`src/rtl/piano_tiles_pkg.sv`:
```
// Shared piano-tiles constants, colours, renderer FSM states and the playfield snapshot.
// The logic engine uses the same hitbox and tile-height values.
package piano_tiles_pkg;

    localparam int SCREEN_WIDTH  = 160;
    localparam int SCREEN_HEIGHT = 120;
    localparam int LANE_WIDTH    = 40;
    localparam int TILE_HEIGHT   = 30;
    localparam int NUM_LANES     = 4;
    localparam int NUM_ROWS      = 5;
    localparam int HITBOX_TOP    = 100;
    localparam int HITBOX_BOTTOM = 110;

    localparam logic [2:0] COLOUR_BLACK = 3'b000;
    localparam logic [2:0] COLOUR_BLUE  = 3'b001;
    localparam logic [2:0] COLOUR_GREEN = 3'b010;
    localparam logic [2:0] COLOUR_RED   = 3'b100;
    localparam logic [2:0] COLOUR_WHITE = 3'b111;

    typedef enum logic [1:0] {
        IDLE,
        DRAW,
        FLUSH,
        DONE
    } render_state_t;

    typedef struct packed {
        logic [8:0]  yoffset;
        logic [19:0] keys;
        logic [1:0]  num_hit;
    } snapshot_t;

endpackage

```
`src/rtl/tile_colour_lookup.sv`:
```
// Combinational colour of one playfield pixel given the frame snapshot.
// Priority: covered tile, lane divider, hitbox band, background.
module tile_colour_lookup
    import piano_tiles_pkg::*;
#(
    parameter int LANE_W     = LANE_WIDTH,
    parameter int KEY_HEIGHT = TILE_HEIGHT
) (
    input  logic [7:0] px,
    input  logic [6:0] py,
    input  snapshot_t  snap,
    output logic [2:0] colour
);

    localparam logic [7:0] DIV1 = 8'(LANE_W);
    localparam logic [7:0] DIV2 = 8'(2 * LANE_W);
    localparam logic [7:0] DIV3 = 8'(3 * LANE_W);
    localparam logic [6:0] HB_TOP = 7'(HITBOX_TOP);
    localparam logic [6:0] HB_BOT = 7'(HITBOX_BOTTOM);
    localparam logic signed [10:0] TILE_SPAN = 11'(KEY_HEIGHT);

    logic [1:0]              lane;
    logic signed [10:0]      py_s;
    logic signed [10:0]      row_top [NUM_ROWS];
    logic [NUM_ROWS-1:0]     covered;

    always_comb begin
        if (px < DIV1)      lane = 2'd0;
        else if (px < DIV2) lane = 2'd1;
        else if (px < DIV3) lane = 2'd2;
        else                lane = 2'd3;
    end

    // One spare bit over the 10-bit row math keeps top+height from wrapping near yoffset=511.
    always_comb begin
        py_s = $signed({4'b0000, py});
        for (int r = 0; r < NUM_ROWS; r++) begin
            row_top[r] = $signed({2'b00, snap.yoffset}) - $signed(11'(KEY_HEIGHT * r));
            covered[r] = (py_s >= row_top[r]) && (py_s < row_top[r] + TILE_SPAN)
                         && snap.keys[5'(NUM_LANES * r) + {3'b000, lane}];
        end
    end

    always_comb begin
        colour = COLOUR_WHITE;
        if (py >= HB_TOP && py < HB_BOT) colour = COLOUR_RED;
        if (px == DIV1 || px == DIV2 || px == DIV3) colour = COLOUR_GREEN;
        for (int r = 0; r < NUM_ROWS; r++) begin
            if (covered[r]) colour = (3'(r) < {1'b0, snap.num_hit}) ? COLOUR_BLUE : COLOUR_BLACK;
        end
    end

endmodule

```
`src/rtl/tile_renderer.sv`:
```
// Rasterises the snapshotted playfield into the VGA adapter, one registered pixel per clock,
// and pulses done when the frame is complete.
module tile_renderer
    import piano_tiles_pkg::*;
#(
    parameter int SCREEN_W   = SCREEN_WIDTH,
    parameter int SCREEN_H   = SCREEN_HEIGHT,
    parameter int LANE_W     = LANE_WIDTH,
    parameter int KEY_HEIGHT = TILE_HEIGHT
) (
    input  logic        clk,
    input  logic        reset,
    input  logic        start,
    input  logic [8:0]  yoffset,
    input  logic [19:0] keys,
    input  logic [1:0]  num_hit,
    output logic [7:0]  x,
    output logic [6:0]  y,
    output logic [2:0]  colour,
    output logic        plot,
    output logic        busy,
    output logic        done
);

    localparam logic [7:0] LAST_X = 8'(SCREEN_W - 1);
    localparam logic [6:0] LAST_Y = 7'(SCREEN_H - 1);

    render_state_t state, state_next;
    snapshot_t     snap;
    logic [7:0]    px;
    logic [6:0]    py;
    logic [2:0]    pixel_colour;
    logic          last_pixel;

    assign last_pixel = (px == LAST_X) && (py == LAST_Y);

    always_ff @(posedge clk) begin
        if (reset) state <= IDLE;
        else       state <= state_next;
    end

    always_comb begin
        state_next = state;
        case (state)
            IDLE:    if (start) state_next = DRAW;
            DRAW:    if (last_pixel) state_next = FLUSH;
            FLUSH:   state_next = DONE;
            DONE:    state_next = IDLE;
            default: state_next = IDLE;
        endcase
    end

    // Inputs are only captured on frame start so engine updates never tear a frame.
    always_ff @(posedge clk) begin
        if (reset) begin
            snap <= '0;
            px   <= '0;
            py   <= '0;
        end else if (state == IDLE && start) begin
            snap <= '{yoffset: yoffset, keys: keys, num_hit: num_hit};
            px   <= '0;
            py   <= '0;
        end else if (state == DRAW && !last_pixel) begin
            if (px == LAST_X) begin
                px <= '0;
                py <= py + 7'd1;
            end else begin
                px <= px + 8'd1;
            end
        end
    end

    tile_colour_lookup #(
        .LANE_W     (LANE_W),
        .KEY_HEIGHT (KEY_HEIGHT)
    ) u_lookup (
        .px     (px),
        .py     (py),
        .snap   (snap),
        .colour (pixel_colour)
    );

    always_ff @(posedge clk) begin
        if (reset) begin
            x      <= '0;
            y      <= '0;
            colour <= COLOUR_BLACK;
            plot   <= 1'b0;
        end else begin
            plot <= (state == DRAW);
            if (state == DRAW) begin
                x      <= px;
                y      <= py;
                colour <= pixel_colour;
            end
        end
    end

    assign busy = (state == DRAW) || (state == FLUSH);
    assign done = (state == DONE);

endmodule

```
`config.mk`:
```
export PLATFORM = sky130hd
export DESIGN_NAME = tile_renderer
export DESIGN_NICKNAME = d
export VERILOG_FILES = /design/src/rtl/piano_tiles_pkg.sv /design/src/rtl/tile_colour_lookup.sv /design/src/rtl/tile_renderer.sv
export SDC_FILE = /design/constraint.sdc
export NUM_CORES = 1
export LEC_CHECK = 0
export ABC_CLOCK_PERIOD_IN_PS = 3600
export CORE_ASPECT_RATIO = 0.6
export CORE_UTILIZATION = 50
export CTS_BUF_LIST = sky130_fd_sc_hd__clkbuf_8
export DETAILED_ROUTE_END_ITERATION = 8
export DONT_BUFFER_PORTS = 1
export GPL_ROUTABILITY_DRIVEN = 0
export PLACE_DENSITY_LB_ADDON = 0.3
export SLEW_MARGIN = 5
export SYNTH_ARGS = -nofsm -noshare
export SYNTH_HDL_FRONTEND = slang
export SYNTH_SLANG_ARGS = --single-unit
```
`constraint.sdc`:
```
create_clock -name clk -period 3.6 [get_ports clk]
set_clock_uncertainty 0.15 [all_clocks]
set_input_delay 0.72 -clock clk [delete_from_list [all_inputs] [get_ports clk]]
set_output_delay 0.72 -clock clk [all_outputs]
set_load 0.02 [all_outputs]
```
# Yosys cells after proc, flatten, opt, wreduce, memory -nomap -nowiden
# Index checks and enable logic that the tools add are counted.
# word_totals
out_inout_bits,21
regBits,67
elab_cells,109
inputBits,34
# op_classes
n_addsub,15
magnitude_cmp,24
n_reduce_logical,22
muxes,28
n_eq_ne,10
# op_table
cell,count
8-bit by 11-bit less-than comparator with 1-bit output,5
11-bit by 6-bit adder with 11-bit output (second input constant),4
8-bit by 11-bit greater-or-equal comparator with 1-bit output,4
5-bit by 6-bit less-than comparator with 1-bit output (second input constant),4
1-bit binary-select mux with 5-bit select,4
9-bit by 7-bit subtractor with 10-bit output (second input constant),2
3-bit two-way mux,6
8-bit by 7-bit equality test with 1-bit output (second input constant),2
8-bit by 7-bit less-than comparator with 1-bit output (second input constant),2
1-bit logical AND,14
4-bit by 2-bit adder with 5-bit output (first input constant),2
9-bit by 5-bit adder with 10-bit output (second input constant),1
1-bit two-way mux,10
2-bit two-way mux,5
9-bit by 5-bit subtractor with 10-bit output (second input constant),1
9-bit by 6-bit subtractor with 10-bit output (second input constant),1
7-bit by 9-bit greater-or-equal comparator with 1-bit output,1
8-bit by 1-bit adder with 8-bit output (second input constant),1
8-bit by 6-bit equality test with 1-bit output (second input constant),1
8-bit equality test (second input constant),1
8-bit by 6-bit less-than comparator with 1-bit output (second input constant),1
8-bit two-way mux,1
2-bit case mux with 4 select lines,1
7-bit by 1-bit adder with 7-bit output (second input constant),1
18 further kinds,24

# Longest topological paths before layout
# logic_depth
depth_word,12
depth_mapped,16
mapped_depth_nobuf,15

# Cells and area by module
# Synthesis repeated with hierarchy kept, for this count alone.
# hier_totals
cells_unflattened,665
hier_area_um2,5367.6
# modules_own_cells
mod,seq_area_each_um2,area_per_inst_um2,instances,cells_per_inst
tile_renderer,1341.3,2720.1,1,314
tile_colour_lookup,0.0,2647.5,1,351

# Least setup slack after synthesis
# No wires, ideal clock.
# synth_path
kind,reg-to-reg
from,"register, netlist name snap[25]"
to,register colour[0]
required_time_ns,3.333
period_less_slack_ns,3.353
path_stages_with_launch,16
arrival_ns,3.086
setup_slack_ns,0.247
setup_time_ns,0.117
n_path_buf,1
cell_sequence,dfxtp_1 > buf_2 > inv_1 > ha_1 > nand2b_1 > nor2_1 > xnor2_1 > ha_1 > or4_1 > a221oi_1 > nor4_1 > o211ai_1 > and4_1 > a21oi_1 > or2_1 > a32o_2
# synth_via
elab_chain_cells,9
word_cells_on_any_way,34
classes_between,9 x add/sub; 10 x order compare; 5 x mux; 10 x reduce/logical
# synth_rtl
element,line_no,text
9-bit by 5-bit subtractor with 10-bit output / 9-bit by 5-bit adder with 10-bit output (equally long branches),"tile_colour_lookup.sv:38, tile_colour_lookup.sv:39",
11-bit by 6-bit adder with 11-bit output / 8-bit by 11-bit less-than comparator with 1-bit output (equally long branches),tile_colour_lookup.sv:39,covered[r] = (py_s >= row_top[r]) && (py_s < row_top[r] + TILE_SPAN)
8-bit by 11-bit less-than comparator with 1-bit output / 1-bit logical AND (equally long branches),tile_colour_lookup.sv:39,
"1-bit logical AND, on equally long branches","tile_colour_lookup.sv:39, tile_colour_lookup.sv:40",
1-bit logical AND / 3-bit two-way mux (equally long branches),"tile_colour_lookup.sv:40, tile_colour_lookup.sv:49",
3-bit two-way mux (3 in a row),tile_colour_lookup.sv:49,"if (covered[r]) colour = (3'(r) < {1'b0, snap.num_hit}) ? COLOUR_BLUE : COLOUR_BLACK;"
3-bit two-way mux *,tile_colour_lookup.sv:49,
end signal: assignment,tile_renderer.sv:94,colour <= pixel_colour;
end: declaration,tile_renderer.sv:19,"output logic [2:0] colour,"
# Mark *: on every way between the ends. The rest lies on a longest branch, timed or not.
# A chain may end at the register's enable or synchronous reset.

# Final worst setup path
# layout_path
from,"register, netlist name snap[24]"
to,register colour[0]
# layout_via
elab_chain_cells,9
word_cells_on_any_way,34
classes_between,9 x add/sub; 10 x order compare; 5 x mux; 10 x reduce/logical
# layout_rtl
element,line_no
9-bit by 5-bit subtractor with 10-bit output / 9-bit by 5-bit adder with 10-bit output (equally long branches),"tile_colour_lookup.sv:38, tile_colour_lookup.sv:39"
11-bit by 6-bit adder with 11-bit output / 8-bit by 11-bit less-than comparator with 1-bit output (equally long branches),tile_colour_lookup.sv:39
8-bit by 11-bit less-than comparator with 1-bit output / 1-bit logical AND (equally long branches),tile_colour_lookup.sv:39
"1-bit logical AND, on equally long branches","tile_colour_lookup.sv:39, tile_colour_lookup.sv:40"
1-bit logical AND / 3-bit two-way mux (equally long branches),"tile_colour_lookup.sv:40, tile_colour_lookup.sv:49"
3-bit two-way mux (3 in a row),tile_colour_lookup.sv:49
3-bit two-way mux *,tile_colour_lookup.sv:49
# Marked as above.

==> insert_results.sql <==
INSERT INTO impl_metrics (metric_group, metric, value, unit) VALUES
('outcome', 'outcome', 'finished clean', ''),
('power', 'swShare', '0.421', ''),
('clock_network', 'cts_sinks', '67', ''),
('synth', 'mappedNetlistArea', '5280', 'µm²'),
('floorplan', 'fp.dieArea', '11000', 'µm²'),
('floorplan', 'start_util', '0.526', ''),
('placement', 'dpl-instance-area', '5420', 'µm²'),
('clock_network', 'cts.clk_slew.worst_paths', '0.08', 'ns'),
('min_path', 'hold_class', 'in2reg', ''),
('setup_path', 'timing.setup.critical_path_class', 'reg2reg', ''),
('power', 'power.share.clock', '0.230', ''),
('synth', 'yosys_warnings', '0', ''),
('timing', 'final.min_clock_period', '3.53', 'ns'),
('power', 'cellLeakagePower', '2.31', 'nW'),
('timing', 'slew_at_the_pin_closest_to_its_max_slew_limit', '0.994', 'ns'),
('drt', 'drcViolationCount', '0', ''),
('timing', 'report.final.setup_viol', '0', ''),
('drt', 'maxUsedRoutingLayer', 'met4', ''),
('clock_network', 'clock_tree.buffer_depth', '2', ''),
('floorplan', 'area_of_the_core', '10100', 'µm²'),
('layout', 'nets', '755', ''),
('setup_path', 'cp.required', '3.71', 'ns'),
('layout', 'layout-area-overhead-vs-synth', '7.20', '%'),
('timing', 'rsz0062_at_grt', 'no', ''),
('synth', 'synth_area_leader_cell', 'sky130_fd_sc_hd__dfxtp_1', ''),
('placement', 'placedCellCount', '775', ''),
('synth', 'count_of_flip_flops_with_a_built_in_enable_after_synthesis', '0', ''),
('drt', 'route.met3.wl', '1.61', 'mm'),
('synth', 'primary_ff_master_synth', 'sky130_fd_sc_hd__dfxtp_1', ''),
('clock_network', 'cts-htree-levels', '3', ''),
('power', 'internal_power', '0.00181', 'W'),
('global_route', 'track_usage', '0.272', ''),
('clock_network', 'postCtsSetupBuffers', '0', ''),
('floorplan', 'num_io_pins', '55', ''),
('power', 'p_sw', '0.00131', 'W'),
('drt', 'wirelength', '14.4', 'mm'),
('layout', 'layout_common_cells', 'sky130_fd_sc_hd__nand2_1 (96), sky130_fd_sc_hd__ha_1 (69), sky130_fd_sc_hd__dfxtp_1 (65), sky130_fd_sc_hd__a21oi_1 (63), sky130_fd_sc_hd__nor2_1 (50)', ''),
('drt', 'm1WireLength', '7.00', 'mm'),
('floorplan', 'die_h', '81.6', 'µm'),
('timing', 'achievable_clock_frequency', '283', 'MHz'),
('setup_path', 'path_common_cell', 'sky130_fd_sc_hd__ha_1', ''),
('drt', 'total_number_of_vias', '4768', ''),
('clock_network', 'clock_tree.root_cell', 'sky130_fd_sc_hd__clkbuf_8', ''),
('layout', 'final_cell_count_no_fill', '791', ''),
('power', 'power_density', '551', 'nW/µm²'),
('synth', 'synth_nets', '764', ''),
('drt', 'dr.pass1.iters', '7', ''),
('setup_path', 'critical-path-slowest-cell', 'sky130_fd_sc_hd__xnor2_1', ''),
('layout', 'drive_gt1_frac', '0.0762', ''),
('min_path', 'timing.hold.worst.start', 'reset', ''),
('setup_path', 'cpPeakStageDelay', '0.39', 'ns'),
('layout', 'antenna_cells', '0', ''),
('synth', 'netlist_top_cells_area', 'sky130_fd_sc_hd__dfxtp_1 (25%), sky130_fd_sc_hd__ha_1 (17%), sky130_fd_sc_hd__nand2_1 (6.8%)', ''),
('drt', 'detail_route.wl_per_cell', '18.2', 'µm'),
('synth', 'synth_largest_type_area_fraction', '0.254', ''),
('power', 'combinationalPowerShare', '0.453', ''),
('global_route', 'grt_first_pass_wirelength', '22.9', 'mm'),
('global_route', 'grt_pass1_vias', '4478', ''),
('layout', 'final_common_cell', 'sky130_fd_sc_hd__nand2_1', ''),
('power', 'share_seq_of_total_power', '0.316', ''),
('placement', 'hpwl', '11.0', 'mm'),
('drt', 'route.detailed.vias_per_inst', '6.03', ''),
('layout', 'fillCellCount', '891', ''),
('power', 'max-vdd-ir-drop', '277', 'µV'),
('drt', 'detailedRoute.firstIterationViolations', '530', ''),
('timing', 'finalMaxSlewViolations', '0', ''),
('clock_network', 'clock_insertion_delay_worst_skew', '0.36', 'ns'),
('setup_path', 'worst_endpoint_data_arrival_time', '3.63', 'ns'),
('synth', 'postSynthRegisterBits', '67', ''),
('setup_path', 'maximum_fanout_along_the_worst_path', '7', ''),
('global_route', 'grt.overflow.total', '0', '');
-- worst paths after layout --
check                                         endpoint  slack, ns  cells after the start
worst min register to register    snap[5]$_SDFFE_PP0P_       0.30                      2
worst max register to register  colour[0]$_SDFFE_PP0P_       0.07                     13
worst min-delay path                 x[3]$_SDFFE_PP0P_       0.27                      1
worst max-delay path            colour[0]$_SDFFE_PP0P_       0.07                     13
-- per-stage QoR --
step	setup slack, ns	util
final	0.0714	0.563
after floorplan	0.247	-
after global routing	0.00715	0.563
after detailed placement	0.132	0.539
after global placement	0.209	0.539
after CTS	0.0834	0.561
-- synthesized netlist by cell type (6+ instances only) --
cell                       instances
sky130_fd_sc_hd__a21o_1            7
sky130_fd_sc_hd__a21oi_1          63
sky130_fd_sc_hd__a31oi_1           7
sky130_fd_sc_hd__buf_2            14
sky130_fd_sc_hd__clkbuf_1         19
sky130_fd_sc_hd__dfxtp_1          67
sky130_fd_sc_hd__ha_1             70
sky130_fd_sc_hd__inv_1            32
sky130_fd_sc_hd__mux2i_1          20
sky130_fd_sc_hd__nand2_1          96
sky130_fd_sc_hd__nand2b_1          6
sky130_fd_sc_hd__nand3_1          18
sky130_fd_sc_hd__nand4_1           6
sky130_fd_sc_hd__nor2_1           50
sky130_fd_sc_hd__nor3_1            8
sky130_fd_sc_hd__nor4_1            7
sky130_fd_sc_hd__o21a_1            6
sky130_fd_sc_hd__o21ai_0          22
sky130_fd_sc_hd__xnor2_1          34
sky130_fd_sc_hd__xor2_1           11
-- area by class of cell --
cell class | count | area share
Timing Repair Buffer | 17 | 0.0225
Sequential cell | 67 | 0.237
Clock inverter | 7 | 0.0175
Inverter | 36 | 0.0243
Tap cell | 135 | 0.0298
Clock buffer | 9 | 0.0219
Multi-Input combinational cell | 520 | 0.647
-- registers in the layout, indices dropped and copies added, names as in the netlist --
register  count
py            7
y             7
state         2
snap         31
plot          1
px            8
colour        3
x             8
-- power by group through the flow --
stage	Combinational (W)	Clock, W	Sequential, W
floorplan	0.00110	0	0.000956
global placement	0.00132	0	0.000993
detailed placement	0.00137	0	0.00100
CTS	0.00138	0.000728	0.000982
global route	0.00155	0.000767	0.00100
finish	0.00142	0.000719	0.000988
-- kinds of logic after synthesis --
kind of cell | count (synthesis) | share of synthesized area
xor gates and xnor gates | 47 | 0.0808
buffers and inverters | 73 | 0.0571
adders and majority gates | 71 | 0.168
DFF | 67 | 0.254
and+or+nand+nor | 220 | 0.189
muxes | 25 | 0.0599
AOI/OAI and AO/OA | 157 | 0.192
-- metal layers --
metal,track usage,up-vias
met4,0.0528,0
met3,0.0932,31
met2,0.385,205
met1,0.393,2205
li1,-,2327
met5,0,-
-- timing repair --
item                                    4_1_cts  5_1_grt
hold buffers                                  0        0
endpoints found under the setup margin        0        3
resized for setup                             0        7
Note: power is estimated with default switching activity, not from simulation.
